<file path="src/rtl/muldiv_pkg.sv">
// Shared types and constants for the multiply/divide unit.
package muldiv_pkg;

  typedef enum logic [1:0] {
    OP_MULT  = 2'd0,
    OP_MULTU = 2'd1,
    OP_DIV   = 2'd2,
    OP_DIVU  = 2'd3
  } muldiv_op_t;

  typedef enum logic [1:0] {
    IDLE = 2'd0,
    MUL  = 2'd1,
    DIV  = 2'd2,
    DONE = 2'd3
  } muldiv_state_t;

  localparam int          DIV_ITERS = 32;
  localparam logic [31:0] DIV0_QUOT = 32'hFFFF_FFFF;

  // Magnitude of x, treating it as two's complement only when sgn is set.
  function automatic logic [31:0] mag(input logic [31:0] x, input logic sgn);
    return (sgn && x[31]) ? (~x + 32'd1) : x;
  endfunction

endpackage

</file>
<file path="src/rtl/muldiv_div_core.sv">
// Iterative restoring divider on magnitudes. The first iteration runs on the
// start edge; the cycle after the 32nd iteration presents sign-fixed results with done=1.
module div_core
  import muldiv_pkg::*;
(
  input  logic        clk,
  input  logic        resetn,
  input  logic        start,
  input  logic        signed_op,
  input  logic        abort,
  input  logic [31:0] dividend,
  input  logic [31:0] divisor,
  output logic        done,
  output logic [31:0] quotient,
  output logic [31:0] remainder
);

  logic [31:0] rem_q, rem_d, quo_q, quo_d, dvs_q, dvs_d;
  logic [5:0]  cnt_q, cnt_d;
  logic        run_q, run_d, negq_q, negq_d, negr_q, negr_d;
  logic [31:0] rem_in, quo_in, dvs_in;
  logic [32:0] shifted, trial;

  assign done      = run_q && (cnt_q == 6'(DIV_ITERS));
  assign quotient  = negq_q ? (~quo_q + 32'd1) : quo_q;
  assign remainder = negr_q ? (~rem_q + 32'd1) : rem_q;

  always_comb begin
    rem_in = rem_q;
    quo_in = quo_q;
    dvs_in = dvs_q;
    rem_d  = rem_q;
    quo_d  = quo_q;
    dvs_d  = dvs_q;
    cnt_d  = cnt_q;
    run_d  = run_q;
    negq_d = negq_q;
    negr_d = negr_q;
    // A fresh start feeds the magnitudes straight into the first iteration.
    if (start && !run_q) begin
      rem_in = '0;
      quo_in = mag(dividend, signed_op);
      dvs_in = mag(divisor, signed_op);
      negq_d = signed_op && (dividend[31] ^ divisor[31]);
      negr_d = signed_op && dividend[31];
    end
    shifted = {rem_in, quo_in[31]};
    trial   = shifted - {1'b0, dvs_in};
    if (abort || done) begin
      run_d = 1'b0;
      cnt_d = '0;
    end else if (run_q || start) begin
      rem_d = trial[32] ? shifted[31:0] : trial[31:0];
      quo_d = {quo_in[30:0], ~trial[32]};
      dvs_d = dvs_in;
      cnt_d = cnt_q + 6'd1;
      run_d = 1'b1;
    end
  end

  always_ff @(posedge clk or negedge resetn) begin
    if (!resetn) begin
      rem_q  <= '0;
      quo_q  <= '0;
      dvs_q  <= '0;
      cnt_q  <= '0;
      run_q  <= 1'b0;
      negq_q <= 1'b0;
      negr_q <= 1'b0;
    end else begin
      rem_q  <= rem_d;
      quo_q  <= quo_d;
      dvs_q  <= dvs_d;
      cnt_q  <= cnt_d;
      run_q  <= run_d;
      negq_q <= negq_d;
      negr_q <= negr_d;
    end
  end

endmodule

</file>
<file path="src/rtl/muldiv_unit.sv">
// MIPS HI/LO multiply/divide unit: inline multiplier, iterative divider in div_core.
// Optional: define MULDIV_DIV_EARLY_EN to finish divides with |a| < |b| in one cycle.
module muldiv_unit
  import muldiv_pkg::*;
#(
  parameter int MUL_STAGES = 2
) (
  input  logic        clk,
  input  logic        resetn,
  input  logic        valid,
  input  muldiv_op_t  op,
  input  logic [31:0] a,
  input  logic [31:0] b,
  input  logic        ack,
  input  logic        flush,
  output logic        ok,
  output logic [31:0] hi,
  output logic [31:0] lo,
  output logic        busy
);

  muldiv_state_t state_q, state_d;
  logic [31:0]   a_q, a_d, b_q, b_d, hi_q, hi_d, lo_q, lo_d;
  logic          msg_q, msg_d;
  logic [1:0]    mcnt_q, mcnt_d;
  logic [31:0]   ma, mb;
  logic          msg;
  logic [63:0]   product;
  logic          div_start, div_done;
  logic [31:0]   div_quo, div_rem;

  // Operands come straight from the ports on the accept cycle (single-stage case).
  assign ma      = (state_q == IDLE) ? a : a_q;
  assign mb      = (state_q == IDLE) ? b : b_q;
  assign msg     = (state_q == IDLE) ? !op[0] : msg_q;
  assign product = {{32{msg & ma[31]}}, ma} * {{32{msg & mb[31]}}, mb};

  assign ok   = (state_q == DONE);
  assign busy = (state_q == MUL) || (state_q == DIV);
  assign hi   = hi_q;
  assign lo   = lo_q;

  always_comb begin
    state_d   = state_q;
    a_d       = a_q;
    b_d       = b_q;
    msg_d     = msg_q;
    mcnt_d    = mcnt_q;
    hi_d      = hi_q;
    lo_d      = lo_q;
    div_start = 1'b0;
    if (flush) begin
      state_d = IDLE;
    end else begin
      case (state_q)
        IDLE: if (valid) begin
          a_d    = a;
          b_d    = b;
          msg_d  = !op[0];
          mcnt_d = '0;
          if (!op[1]) begin
            if (MUL_STAGES == 1) begin
              state_d      = DONE;
              {hi_d, lo_d} = product;
            end else begin
              state_d = MUL;
            end
          end else if (b == 32'd0) begin
            state_d = DONE;
            hi_d    = a;
            lo_d    = DIV0_QUOT;
          end
`ifdef MULDIV_DIV_EARLY_EN
          else if (mag(a, !op[0]) < mag(b, !op[0])) begin
            state_d = DONE;
            hi_d    = a;
            lo_d    = '0;
          end
`endif
          else begin
            state_d   = DIV;
            div_start = 1'b1;
          end
        end
        MUL: if (mcnt_q == 2'(MUL_STAGES - 2)) begin
          state_d      = DONE;
          {hi_d, lo_d} = product;
        end else begin
          mcnt_d = mcnt_q + 2'd1;
        end
        DIV: if (div_done) begin
          state_d = DONE;
          hi_d    = div_rem;
          lo_d    = div_quo;
        end
        DONE: if (ack) state_d = IDLE;
        default: state_d = IDLE;
      endcase
    end
  end

  always_ff @(posedge clk or negedge resetn) begin
    if (!resetn) begin
      state_q <= IDLE;
      a_q     <= '0;
      b_q     <= '0;
      msg_q   <= 1'b0;
      mcnt_q  <= '0;
      hi_q    <= '0;
      lo_q    <= '0;
    end else begin
      state_q <= state_d;
      a_q     <= a_d;
      b_q     <= b_d;
      msg_q   <= msg_d;
      mcnt_q  <= mcnt_d;
      hi_q    <= hi_d;
      lo_q    <= lo_d;
    end
  end

  div_core u_div (
    .clk       (clk),
    .resetn    (resetn),
    .start     (div_start),
    .signed_op (!op[0]),
    .abort     (flush),
    .dividend  (a),
    .divisor   (b),
    .done      (div_done),
    .quotient  (div_quo),
    .remainder (div_rem)
  );

endmodule

</file>
<file path="config.mk">
export PLATFORM = sky130hd
export DESIGN_NAME = muldiv_unit
export DESIGN_NICKNAME = d
export VERILOG_FILES = /design/src/rtl/muldiv_pkg.sv /design/src/rtl/muldiv_div_core.sv /design/src/rtl/muldiv_unit.sv
export SDC_FILE = /design/constraint.sdc
export NUM_CORES = 2
export LEC_CHECK = 0
export BUFFER_PORTS_ARGS = -buffer_cell sky130_fd_sc_hd__buf_2
export CAP_MARGIN = 20
export CORE_MARGIN = 2
export CORE_UTILIZATION = 41
export CTS_BUF_LIST = sky130_fd_sc_hd__clkbuf_4 sky130_fd_sc_hd__clkbuf_8
export DETAILED_ROUTE_END_ITERATION = 7
export PLACE_DENSITY = 0.57
export SYNTH_ARGS = -nofsm -noshare
export SYNTH_HDL_FRONTEND = slang
export SYNTH_HIERARCHICAL = 1
export SYNTH_SLANG_ARGS = --single-unit
</file>
<file path="constraint.sdc">
create_clock -name clk -period 10.6 [get_ports clk]
set_input_delay 1.06 -clock clk [delete_from_list [all_inputs] [get_ports clk]]
set_output_delay 1.06 -clock clk [all_outputs]
set_load 0.02 [all_outputs]
</file>
---- Word level (Yosys, flattened, before mapping) ----
Cells that the tools add are included.
storage, ports and cells
  register bits ........................... 238
  logic and storage cells ................. 110
  output and inout bits ................... 66
  bits of input ports ..................... 71
cells by class
  bitwise gates (word level) .............. 10
  muxes and demuxes ....................... 43
  add/sub/neg operators ................... 7
  multipliers ............................. 1
  equal/unequal tests ..................... 14
  reduce and logical (&&, ||, !) cells .... 21
operator list
  cell                   count
  $mux 32                20
  $pmux 32 s3            2
  $add 32x1->32 const B  4
  $not 32->32            4
  $mul 33x33->64         1
  $sub 33x32->33         1
  $logic_not 32->1       1
  $mux 2                 8
  $mux 6                 2
  $mux 1                 9
  $pmux 2 s4             1
  $reduce_and 4->1       2
  $reduce_and 7->1       1
  $add 6x1->6 const B    1
  $eq 6x6->1 const B     1
  $ne 2x1->1 const B     3
  $ne 2x2->1 const B     3
  $ne 3x2->1 const B     2
  $ne 3x3->1 const B     2
  $logic_and 1x1->1      5
  $eq 2x2->1 const B     2
  $logic_not 2->1        2
  $pmux 2 s2             1
  $reduce_bool 2->1      2
  10 further kinds       16

---- Depth between registers and ports, before layout ----
  depth in word-level cells ............... 10
  mapped depth ............................ 36
  mapped depth without buffers ............ 32

---- Cells and area by module ----
Netlist, hierarchy kept.
by module, submodules not included
  module       cells each  area an instance (µm²)  times used  sequential area each (µm²)
  muldiv_unit  4848        44395.1                 1           3328.2
  div_core     1189        9272.6                  1           2627.5

---- Least setup slack after synthesis ----
OpenSTA, ideal clock, no wires.
  path type ............................... register to register
  from .................................... register state_q[0]
  to ...................................... register hi_q[27] (netlist: hi[27])
  stages on the path, launching flop included .. 33
  data arrival time ....................... 9138 ps
  required time ........................... 10497 ps
  clock period less this slack ............ 9241 ps
  setup time .............................. 103 ps
  path buffers ............................ 4
  path slack .............................. 1359 ps
  cells stage by stage .................... dfrtp_1 -> inv_1 -> ha_1 -> buf_2 -> buf_1 -> buf_1 -> mux2i_1 -> clkbuf_1 -> nor2_1 -> fa_1 -> inv_1 -> fa_1 -> inv_1 -> fa_1 -> fa_1 -> inv_1 -> fa_1 -> inv_1 -> fa_1 -> inv_1 -> fa_1 -> fa_1 -> inv_1 -> ha_1 -> a21o_1 -> a2111oi_0 -> o21ai_0 -> a21oi_1 -> o21a_2 -> o21ai_2 -> a2111oi_4 -> a211oi_1 -> o41ai_2
on the way
  cells in the longest elaborated chain, start to end .. 6
  elaborated cells between the ends (all ways) .. 18
  classes of those cells .................. mul (1); eq/ne (7); mux (5); bitwise (2); reduce/logical (3)
RTL lines
  what                                  RTL line            RTL
  start: declaration                    muldiv_unit.sv:22   muldiv_state_t state_q, state_d;
  start signal: assignment              muldiv_unit.sv:112  state_q <= state_d;
  $logic_not 2->1                       n/a
  $mux 1, or another cell as far along  muldiv_unit.sv:35   assign msg = (state_q == IDLE) ? !op[0] : msg_q;
  $and 1x1->1                           muldiv_unit.sv:36   assign product = {{32{msg & ma[31]}}, ma} * {{32{msg & mb[31]}}, mb};
  $mul 33x33->64                        muldiv_unit.sv:36
  $mux 32                               muldiv_unit.sv:85   MUL: if (mcnt_q == 2'(MUL_STAGES - 2)) begin
  $pmux 32 s3                           muldiv_unit.sv:55   case (state_q)
  end signal: assignment                muldiv_unit.sv:117  hi_q <= hi_d;
  end: declaration                      muldiv_unit.sv:23   logic [31:0] a_q, a_d, b_q, b_d, hi_q, hi_d, lo_q, lo_d;
Several ways; a longest one is shown, not always the timed one. The select of a mux whose other input is x is not followed.
A chain may end at the register's enable or synchronous reset.

---- Final worst setup path ----
  from .................................... register state_q[1]
  to ...................................... register hi_q[31] (netlist: hi[31])
The elaborated chain is that of the path after synthesis.

==> flow_summary_export.csv <==
group,metric,value,unit
run_status,outcome,"finished, violations left",
run_status,violations,"setup timing",
clocking,root_buffer,"clkbuf_8",
yosys,async_flop_share,1.00,
yosys,ys_ff_latch,238,
sta,slew_viol_final,0,
clocking,cts_buffer_depth,3,
global_routing,overflow,0,
yosys,yosysSeqAreaShare,0.111,
floorplan,die_x,366,µm
cells_and_area,mostFrequentLayoutCells,"inv_1, fa_1, nand2_1",
cells_and_area,final_cells,7842,
worst_setup_path,crit_arrival,11230,ps
worst_setup_path,r2r-start,"state_q[1]",
sta,skew,38.0,ps
global_routing,grt_max_degree,106,
floorplan,start_util,0.414,
clocking,numCtsBuffers,47,
yosys,synth_cells,6037,
clocking,clk_latency,660,ps
yosys,synth_top_family_by_area,"adder cells",
yosys,avgSynthCellArea,8.89,µm²
flow_run,drv_cap,0,
clocking,hold_buffers,0,
routing,first_iter_violations,4322,
yosys,yosysUniqueCellTypes,90,
clocking,cts.sinks,238,
yosys,synth_edf_count,0,
yosys,synthMuxAreaShare,0.0406,
worst_setup_path,ff2ff_path_depth,31,
global_routing,grt_pass1_vias,45566,
routing,vias,44129,
clocking,post_cts_buffers,0,
worst_setup_path,cp_max_fo,36,
cells_and_area,fin_nets,7519,
worst_setup_path,rrSetupSlack,-40,ps
cells_and_area,fillers,12856,
yosys,synth-compound-area-share,0.0931,
yosys,ys_warn_count,6,
sta,finalSetupViolations,1,
cells_and_area,area_growth,7.67,%
place,placedCellCount,7759,
place,io_buffers,136,
place,hpwl,159000,µm
floorplan,coreArea,130000,µm²
sta,finalCritPeriodShare,1.00,
sta,fmax,0.0940,GHz
worst_setup_path,critical_path_class,"flip-flop to flip-flop",
sta,layout_setup_ws,-36.0,ps
routing,wl_per_cell,25.4,µm
global_routing,grt_pass1_wl,299000,µm
worst_setup_path,critPathRequiredTime,11190,ps
worst_setup_path,rr_endpoint,"hi[31]",
worst_setup_path,cpMaxStageDelayCell,"mux2_2",
routing,firstDrtPassIters,5,
global_routing,antenna_found_initial,6,
yosys,synthFlopType,"dfrtp_1",
cells_and_area,layout_commonest_cell,"inv_1",
yosys,synthAdderAreaFrac,0.480,
worst_setup_path,critPathCaptureType,"flip-flop",
sta,slew_headroom,0.273,
yosys,yosys-top-cells-area,"fa_1, dfrtp_1, inv_1",
routing,drt_wl_total,199000,µm
yosys,synth-xor-area-share,0.0356,
routing,ant_nets,0,
yosys,synth_nets,7490,
cells_and_area,drive_gt1_frac,0.0953,
global_routing,grt_use_total,0.298,
worst_setup_path,critPathMaxStageDelay,780,ps
floorplan,die_h,366,µm
yosys,yosysTopAreaCell,"fa_1",
yosys,yosys.area_share.simple,0.136,
floorplan,dieArea,134000,µm²
clocking,cts.clk_slew.worst_paths,70,ps
worst_setup_path,start_kind,"flip-flop",
clocking,htree_levels,2,
sta,tightest_slew,1090,ps
min_path,hp-class,"input port to asynchronous set/reset pin",
clocking,cts_resized,0,
yosys,synthesis.area,53700,µm²
place,gp_congestion,0.970,
routing,vias_per_cell,5.63,
sta,fin_crit,10640,ps
sta,rsz0062_at_grt,"yes",
clocking,cts_tree,"built",
yosys,synth_top_area_frac,0.420,
floorplan,std_cell_rows,132,
routing,remaining_drc_errors,0,
sta,hold_viol_final,0,
floorplan,ioPinCount,137,
## through the flow
stage	setup slack, ps	instance area, µm²	utilization	hold slack (ps)	TNS, ps
after global routing	-172	57800	0.446	496	-172
after floorplan	1360	53700	-	450	0
after global placement	79.5	56700	0.437	455	0
after CTS	25.8	57700	0.445	479	0
final	-36.0	57800	0.446	401	-36.0
after detailed placement	7.65	56700	0.437	465	0
## routing by layer
layer / up-vias / track usage / part of all wire
met5: - / 0 / 0.00025
met4: 8 / 0.110 / 0.044
met3: 402 / 0.0500 / 0.087
met2: 2186 / 0.473 / 0.45
met1: 22835 / 0.409 / 0.42
li1: 18698 / - / -
## layout make-up
class                           count  area [µm²]  area share
Inverter                         1166        4380      0.0757
Clock buffer                       72         928      0.0161
Sequential cell                   238        5960       0.103
Clock inverter                      9         110     0.00191
Tap cell                         1742        2180      0.0377
Multi-Input combinational cell   4315       42300       0.732
Timing Repair Buffer              298        1940      0.0337
Antenna cell                        2        5.00   0.0000866
## cells in the mapped netlist, types with 36 or more instances
library cell / number
xnor2_1: 148
mux2i_1: 66
xor2_1: 70
a21o_1: 59
nand2_1: 922
nand3_1: 36
fa_1: 1126
mux2_2: 134
inv_1: 1162
dfrtp_1: 238
clkbuf_1: 276
nor2_1: 519
a221oi_1: 42
nor2b_1: 40
o21ai_0: 228
a21oi_1: 197
ha_1: 256
## logic make-up after synthesis
| kind of cell | after synthesis |
|---|---|
| buffers and inverters | 1484 |
| AND/OR/NAND/NOR | 1738 |
| AO/OA/AOI/OAI | 776 |
| flip-flops | 238 |
| XOR/XNOR | 218 |
| adder cells (fa/ha/maj) | 1382 |
| multiplexers | 201 |
## flip-flops by register name, summed over array words and instances, names as in the netlist
name / count
u_div/quo_q: 32
msg_q: 1
u_div/rem_q: 32
state_q: 2
b_q: 32
u_div/run_q: 1
u_div/negq_q: 1
u_div/cnt_q: 6
a_q: 32
mcnt_q: 2
u_div/dvs_q: 32
u_div/negr_q: 1
hi: 32
lo: 32
## critical path: cells and delay by family, from the launching register on
kind	cells	cell delay, ps
fa+ha+maj	10	5020
compound gates	8	2810
mux	2	1150
buf+inv	9	860
flops	1	420
simple gates	2	240
## worst max-delay path by stage
stage	from	endpoint	slack, ps	cells after the start
floorplan	state_q[0]	hi[27]	1360	32
global placement	state_q[0]	hi[31]	80	30
detailed placement	state_q[1]	hi[31]	8	31
CTS	state_q[1]	hi[31]	30	30
global route	state_q[0]	hi[31]	-170	31
finish	state_q[1]	hi[31]	-40	31
Power is left out: the tool's default activity adds up to more than one toggle a clock period on the data nets, which glitch-free logic cannot reach.
